## config.mk

```make
export PLATFORM = sky130hd
export DESIGN_NAME = muldiv_seq
export DESIGN_NICKNAME = d
export VERILOG_FILES = /design/src/rtl/muldiv_seq.sv
export SDC_FILE = /design/constraint.sdc
export NUM_CORES = 1
export LEC_CHECK = 0
export ABC_AREA = 1
export BUFFER_PORTS_ARGS = -buffer_cell sky130_fd_sc_hd__buf_2
export CAP_MARGIN = 20
export CORE_ASPECT_RATIO = 2
export CORE_MARGIN = 3
export CORE_UTILIZATION = 42
export CTS_CLUSTER_DIAMETER = 40
export DETAILED_ROUTE_END_ITERATION = 8
export SYNTH_ARGS = -nofsm -noshare
export SYNTH_HDL_FRONTEND = slang
export SYNTH_SLANG_ARGS = --single-unit
```

## constraint.sdc

```tcl
create_clock -name clk -period 2.8 [get_ports clk]
set_input_delay 0.56 -clock clk [delete_from_list [all_inputs] [get_ports clk]]
set_output_delay 0.56 -clock clk [all_outputs]
set_load 0.1 [all_outputs]
```

## src/rtl/muldiv_seq.sv

```systemverilog
// Multi-cycle MULT/MULTU/DIV/DIVU sequencer for the EX stage.
// It has no adder of its own: it drives a shared external adder, one add per cycle.
module muldiv_seq #(
  parameter int unsigned WIDTH = 32,
  parameter int unsigned CNT_W = 6
) (
  input  logic             clk,
  input  logic             rst,
  input  logic             start,
  input  logic [1:0]       op,
  input  logic [WIDTH-1:0] src_a,
  input  logic [WIDTH-1:0] src_b,
  output logic             busy,
  output logic             done,
  output logic [WIDTH-1:0] hi,
  output logic [WIDTH-1:0] lo,
  output logic             div_by_zero,
  output logic [WIDTH-1:0] add_a,
  output logic [WIDTH-1:0] add_b,
  output logic             add_cin,
  input  logic [WIDTH-1:0] add_sum,
  input  logic             add_cout
);

  localparam logic [2:0] S_IDLE   = 3'd0;
  localparam logic [2:0] S_NEG_A  = 3'd1;
  localparam logic [2:0] S_NEG_B  = 3'd2;
  localparam logic [2:0] S_ITER   = 3'd3;
  localparam logic [2:0] S_FIX_LO = 3'd4;
  localparam logic [2:0] S_FIX_HI = 3'd5;
  localparam logic [2:0] S_DONE   = 3'd6;

  logic [2:0]       state, state_n;
  logic [WIDTH-1:0] opa, opa_n, opb, opb_n;
  logic [WIDTH-1:0] p, p_n, q, q_n;
  logic [WIDTH-1:0] hi_n, lo_n;
  logic [CNT_W-1:0] cnt, cnt_n;
  logic             sign_a, sign_a_n, sign_b, sign_b_n;
  logic             is_div, is_div_n, fix_c, fix_c_n, dbz_n;
  logic             finish, sa, sb;

  assign busy = (state == S_NEG_A) || (state == S_NEG_B) || (state == S_ITER) ||
                (state == S_FIX_LO) || (state == S_FIX_HI);
  assign done = (state == S_DONE);

  always_comb begin
    state_n  = state;
    opa_n    = opa;
    opb_n    = opb;
    p_n      = p;
    q_n      = q;
    cnt_n    = cnt;
    sign_a_n = sign_a;
    sign_b_n = sign_b;
    is_div_n = is_div;
    fix_c_n  = fix_c;
    dbz_n    = div_by_zero;
    hi_n     = hi;
    lo_n     = lo;
    add_a    = '0;
    add_b    = '0;
    add_cin  = 1'b0;
    finish   = 1'b0;
    sa       = src_a[WIDTH-1] & op[0];
    sb       = src_b[WIDTH-1] & op[0];
    case (state)
      S_IDLE, S_DONE: begin
        if (start) begin
          opa_n    = src_a;
          opb_n    = src_b;
          sign_a_n = sa;
          sign_b_n = sb;
          is_div_n = op[1];
          dbz_n    = op[1] && (src_b == '0);
          cnt_n    = '0;
          if (op[1] && (src_b == '0)) begin
            p_n     = src_a;
            q_n     = '1;
            state_n = S_DONE;
            finish  = 1'b1;
          end else if (sa) begin
            state_n = S_NEG_A;
          end else if (sb) begin
            state_n = S_NEG_B;
          end else begin
            p_n     = '0;
            q_n     = op[1] ? src_a : src_b;
            state_n = S_ITER;
          end
        end else begin
          state_n = S_IDLE;
        end
      end
      S_NEG_A: begin
        add_a   = ~opa;
        add_cin = 1'b1;
        opa_n   = add_sum;
        if (sign_b) begin
          state_n = S_NEG_B;
        end else begin
          p_n     = '0;
          q_n     = is_div ? add_sum : opb;
          state_n = S_ITER;
        end
      end
      S_NEG_B: begin
        add_a   = ~opb;
        add_cin = 1'b1;
        opb_n   = add_sum;
        p_n     = '0;
        q_n     = is_div ? opa : add_sum;
        state_n = S_ITER;
      end
      S_ITER: begin
        cnt_n = cnt + 1'b1;
        if (!is_div) begin
          add_a = p;
          add_b = q[0] ? opa : '0;
          p_n   = {add_cout, add_sum[WIDTH-1:1]};
          q_n   = {add_sum[0], q[WIDTH-1:1]};
        end else begin
          // Trial subtract of the divisor from the shifted remainder; bit W of the
          // shifted remainder forces the subtract even when the adder shows no carry.
          add_a   = {p[WIDTH-2:0], q[WIDTH-1]};
          add_b   = ~opb;
          add_cin = 1'b1;
          if (p[WIDTH-1] || add_cout) begin
            p_n = add_sum;
            q_n = {q[WIDTH-2:0], 1'b1};
          end else begin
            p_n = {p[WIDTH-2:0], q[WIDTH-1]};
            q_n = {q[WIDTH-2:0], 1'b0};
          end
        end
        if (cnt == CNT_W'(WIDTH - 1)) begin
          if (sign_a ^ sign_b) begin
            state_n = S_FIX_LO;
          end else if (is_div && sign_a) begin
            state_n = S_FIX_HI;
          end else begin
            state_n = S_DONE;
            finish  = 1'b1;
          end
        end
      end
      S_FIX_LO: begin
        add_a   = ~q;
        add_cin = 1'b1;
        q_n     = add_sum;
        fix_c_n = add_cout;
        if (!is_div || sign_a) begin
          state_n = S_FIX_HI;
        end else begin
          state_n = S_DONE;
          finish  = 1'b1;
        end
      end
      S_FIX_HI: begin
        // Product high word takes the low-word carry; remainder is a plain negate.
        add_a   = ~p;
        add_cin = is_div ? 1'b1 : fix_c;
        p_n     = add_sum;
        state_n = S_DONE;
        finish  = 1'b1;
      end
      default: state_n = S_IDLE;
    endcase
    if (finish) begin
      hi_n = p_n;
      lo_n = q_n;
    end
  end

  always_ff @(posedge clk) begin
    if (rst) begin
      state       <= S_IDLE;
      opa         <= '0;
      opb         <= '0;
      p           <= '0;
      q           <= '0;
      cnt         <= '0;
      sign_a      <= 1'b0;
      sign_b      <= 1'b0;
      is_div      <= 1'b0;
      fix_c       <= 1'b0;
      div_by_zero <= 1'b0;
      hi          <= '0;
      lo          <= '0;
    end else begin
      state       <= state_n;
      opa         <= opa_n;
      opb         <= opb_n;
      p           <= p_n;
      q           <= q_n;
      cnt         <= cnt_n;
      sign_a      <= sign_a_n;
      sign_b      <= sign_b_n;
      is_div      <= is_div_n;
      fix_c       <= fix_c_n;
      div_by_zero <= dbz_n;
      hi          <= hi_n;
      lo          <= lo_n;
    end
  end

endmodule

```

==> reports/summary.md <==
The flow ran to the end, but the final reports show violations. The final reports fail on negative setup slack. For this design the static power due to leakage is 8.77 nW.

The number of stages on the worst setup path was 7; the setup total negative slack was -33.1 ps. In the global route stage, overall resource usage came out at 37.4%. Across all hold checks on the routed design, the worst slack comes to 250 ps. For this block, the initial DRC count from the detailed router was 1885.

The floorplan has 94 rows. Later-pin clock latency in the skew report: 590 ps. At the worst endpoint, the arrival time is 2260 ps. At the worst endpoint, the required time is 2240 ps.

After the flow finishes, the layout carries non-filler instances totaling 2973. Of the cells placed in the final design, the portion with a size suffix greater than 1 is 19.7%. Synthesized area per cell: 6.05 sq um.

The synthesized design contains 206 register bits. The count of buffers added on input and output ports is 233. Counting every sink on the clock net gives 206. Counting along the longest clock path gives a buffer depth of 3. The slack of the worst reg-to-reg path is 540 ps. For the pin with the worst max-slew slack, the measured transition is 1110 ps.

The worst hold path passes through 3 cells. The achievable frequency came out at 0.354 GHz. The filler cells instantiated in the layout total 3271. The routed wire length per instance is 23.7 um. For this design the top-level I/O count stands at 234.

The H-tree depth is 1, and the routability congestion estimate is 0.941. Critical path capture point type: an output pin. Setup violations remaining at the end of the flow were counted as 3. The library cell used as clock root buffer was sky130_fd_sc_hd__clkbuf_16. Count of distinct cell types in the synthesized netlist: 30. The commonest cells after synthesis are sky130_fd_sc_hd__nand2_1 (499), sky130_fd_sc_hd__inv_1 (319), sky130_fd_sc_hd__a21oi_1 (258).

Final routed wirelength across all metal layers: 70300 um. Most frequently used cell type in the post-synthesis netlist: sky130_fd_sc_hd__nand2_1. Global routing finished with a remaining overflow of 0. The async set or reset register ratio after synthesis was 0%; the count of final hold-check violations was 0. The minimum period implied by the final worst setup slack is 2820 ps, and the number of flops mapped to enable cells by yosys is 0. The tools report the share of the yosys chip area belonging to registers as 29.2%.

Along the worst path, the maximum fanout reaches 23. The run gives 42.7% as the starting utilization of the core area. The logs give 18400 for the number of global-route vias before repair and 9.45 ps for the maximum clock skew at final layout. Entering global routing, the biggest net connects 83 pins. Measured along the y axis, the die boundary spans 265 um.

The worst setup margin is -23.1 ps. Traced cell by cell, the critical path runs through buf_6 > nand2_1 > nor2_4 > buf_12 > o21ai_0 > nand4_1 > buf_12. The number of cells in the design after placement was 2890. The class of the worst hold path was in2reg. The detail route stage leaves a number of antenna-violating nets equal to 0. In this design, the critical path's most frequently occurring cell is sky130_fd_sc_hd__buf_12. The worst pin sits at a relative slew slack of 25.7%.

The share of synthesized area in the top cell type comes to 29.2%. The die footprint is 36000 sq um. The number of buffer and inverter stages on the critical path was 3; the post-synth design cell area was 14100 sq um.

Cell with the largest stage delay on the worst path: sky130_fd_sc_hd__dfxtp_2. Setup repair after global routing could not meet its margin everywhere. Sorting the synthesized cells by area gives the leading types as sky130_fd_sc_hd__dfxtp_1 (29%), sky130_fd_sc_hd__nand2_1 (13%), sky130_fd_sc_hd__a21oi_1 (9.2%), sky130_fd_sc_hd__inv_1 (8.5%), sky130_fd_sc_hd__o21ai_0 (6.0%). The max-slew violation count is 0, and the worst reg2reg path depth is 10. The number of antenna violations at the first check in global routing is 0, and the DRC violation count after routing is 0. Summing over every cut layer, the via total after detailed routing is 18500. The number of clock buffers added by TritonCTS is 31.

The post-route clock period utilization came out at 101%. The largest total area in the synthesized netlist belongs to sky130_fd_sc_hd__dfxtp_1. After floorplanning, the core was sized to cover 33000 sq um. The critical path in this run is classified as reg2out. The global-route wire length before repair was 105000 um. Broken down by cell family, the worst path's largest delay share belongs to buffers and inverters.

The instance count of the mapped netlist is 2331. 0 antenna diodes ended up in the layout. In the routed layout, each cell is associated on average with a via count of 6.22. The first TritonRoute pass finished after 6 iterations.

Dividing total power by cell area gives a power density of 1330 nW/um^2. After legalization and detailed placement, the total HPWL measured 46900 um. The number of nets in the synthesized netlist is 2434. The total power was 25.3 mW.

STA classifies the critical path startpoint as a register. The net count of the finished layout was 2619. The delay of the slowest cell on the worst path is 340 ps. TritonCTS built the clock tree. VDD sags by at most 0.00131 V. Yosys printed 0 warnings.

The tool flagged a number of max-cap violations equal to 0. The area growth from synthesis to layout is 34.9%. The flip-flop cell with the highest count after synthesis was sky130_fd_sc_hd__dfxtp_1. Clock-pin slew was measured on the worst setup and hold paths at 60 ps. The die boundary width works out to 136 um.
## per-stage QoR
step	area (sq um)	worst slack (ps)	util [%]
after floorplan	14600	-646	-
after global placement	17400	265	52.7
after detailed placement	17400	279	52.7
after CTS	18900	-32.0	57.2
after global routing	19000	-153	57.6
final	19000	-23.1	57.6
## metal layers
metal / up-vias / routed length, um / GRT usage (%)
met5: - / 0 / 0
met4: 0 / 6440 / 28.8
met3: 417 / 5960 / 5.75
met2: 1285 / 34200 / 64.7
met1: 8471 / 23700 / 40.3
li1: 8328 / - / -
## worst paths after layout
kind                   from      end
setup / recovery   state[2]  add_cin
hold / removal    src_b[22]  opb[22]
setup reg to reg   state[1]   lo[16]
hold reg to reg      cnt[5]   cnt[5]
## timing repair
| item | CTS | global route |
|---|---|---|
| cloned | 5 | 1 |
| pin swaps | 3 | 1 |
| setup endpoints to repair | 46 | 32 |
| resized for setup | 44 | 17 |
| hold endpoints to repair | 0 | 0 |
| buffers inserted | 13 | 6 |
| hold buffers | 0 | 0 |
## worst register-to-register path, stage by stage (launching register included)
cell and delay, ps:
sky130_fd_sc_hd__dfxtp_4 410, sky130_fd_sc_hd__inv_2 70, sky130_fd_sc_hd__nand2_1 90, sky130_fd_sc_hd__nor2_2 60, sky130_fd_sc_hd__nand2_2 350, sky130_fd_sc_hd__buf_4 430
sky130_fd_sc_hd__o22ai_1 150, sky130_fd_sc_hd__nor3_1 330, sky130_fd_sc_hd__nand4_1 150, sky130_fd_sc_hd__nand2_1 80, sky130_fd_sc_hd__inv_1 30
## report_power, final
group	switching (mW)	total, mW	internal, mW
clock	1.66	3.97	2.31
sequential	1.19	4.97	3.78
combinational	11.2	16.3	5.12
total	14.1	25.3	11.2
## cells by family (layout without fill, tap and decap cells)
| logic type | Yosys count | after routing | synth area share (%) |
|---|---|---|---|
| AOI/OAI and AO/OA | 839 | 839 | 34.0 |
| and+or+nand+nor | 772 | 772 | 22.6 |
| buffers and inverters | 513 | 723 | 14.2 |
| DFF | 206 | 206 | 29.2 |
| adders and majority gates | 1 | 1 | 0.0887 |
## state kept, by name (all words and copies together) (netlist names)
signal and cells:
sign_b 1, q 32, opb 32, hi 32
div_by_zero 1, cnt 6, lo 32, sign_a 1
is_div 1, p 32, state 3, opa 32
fix_c 1
## final cells by class
cell class | count | area, sq um | area share (%)
Clock buffer | 37 | 850 | 4.46
Clock inverter | 21 | 200 | 1.05
Inverter | 328 | 1260 | 6.61
Multi-Input combinational cell | 1612 | 8680 | 45.6
Sequential cell | 206 | 4140 | 21.7
Tap cell | 432 | 541 | 2.84
Timing Repair Buffer | 337 | 3360 | 17.7
## cells in the final DEF (no fill, tap or decap), drive strengths merged
| master | instances |
|---|---|
| nand2 | 499 |
| inv | 334 |
| buf | 331 |
| o21ai | 268 |
| a21oi | 258 |
| dfxtp | 206 |
| nor2 | 110 |
| o22ai | 106 |
| a31oi | 90 |
| nand3 | 82 |
| a211oi | 59 |
| nand4 | 46 |
| clkbuf | 38 |
| nor3 | 35 |
| a221oi | 22 |
| a21boi | 13 |
| o221ai | 12 |
| clkinv | 11 |
| a22oi | 8 |
| bufbuf | 5 |
| clkinvlp | 3 |
| o211ai | 2 |
| o31ai | 1 |
| ha | 1 |
| bufinv | 1 |
No activity file was read; power rests on OpenSTA's default activity.
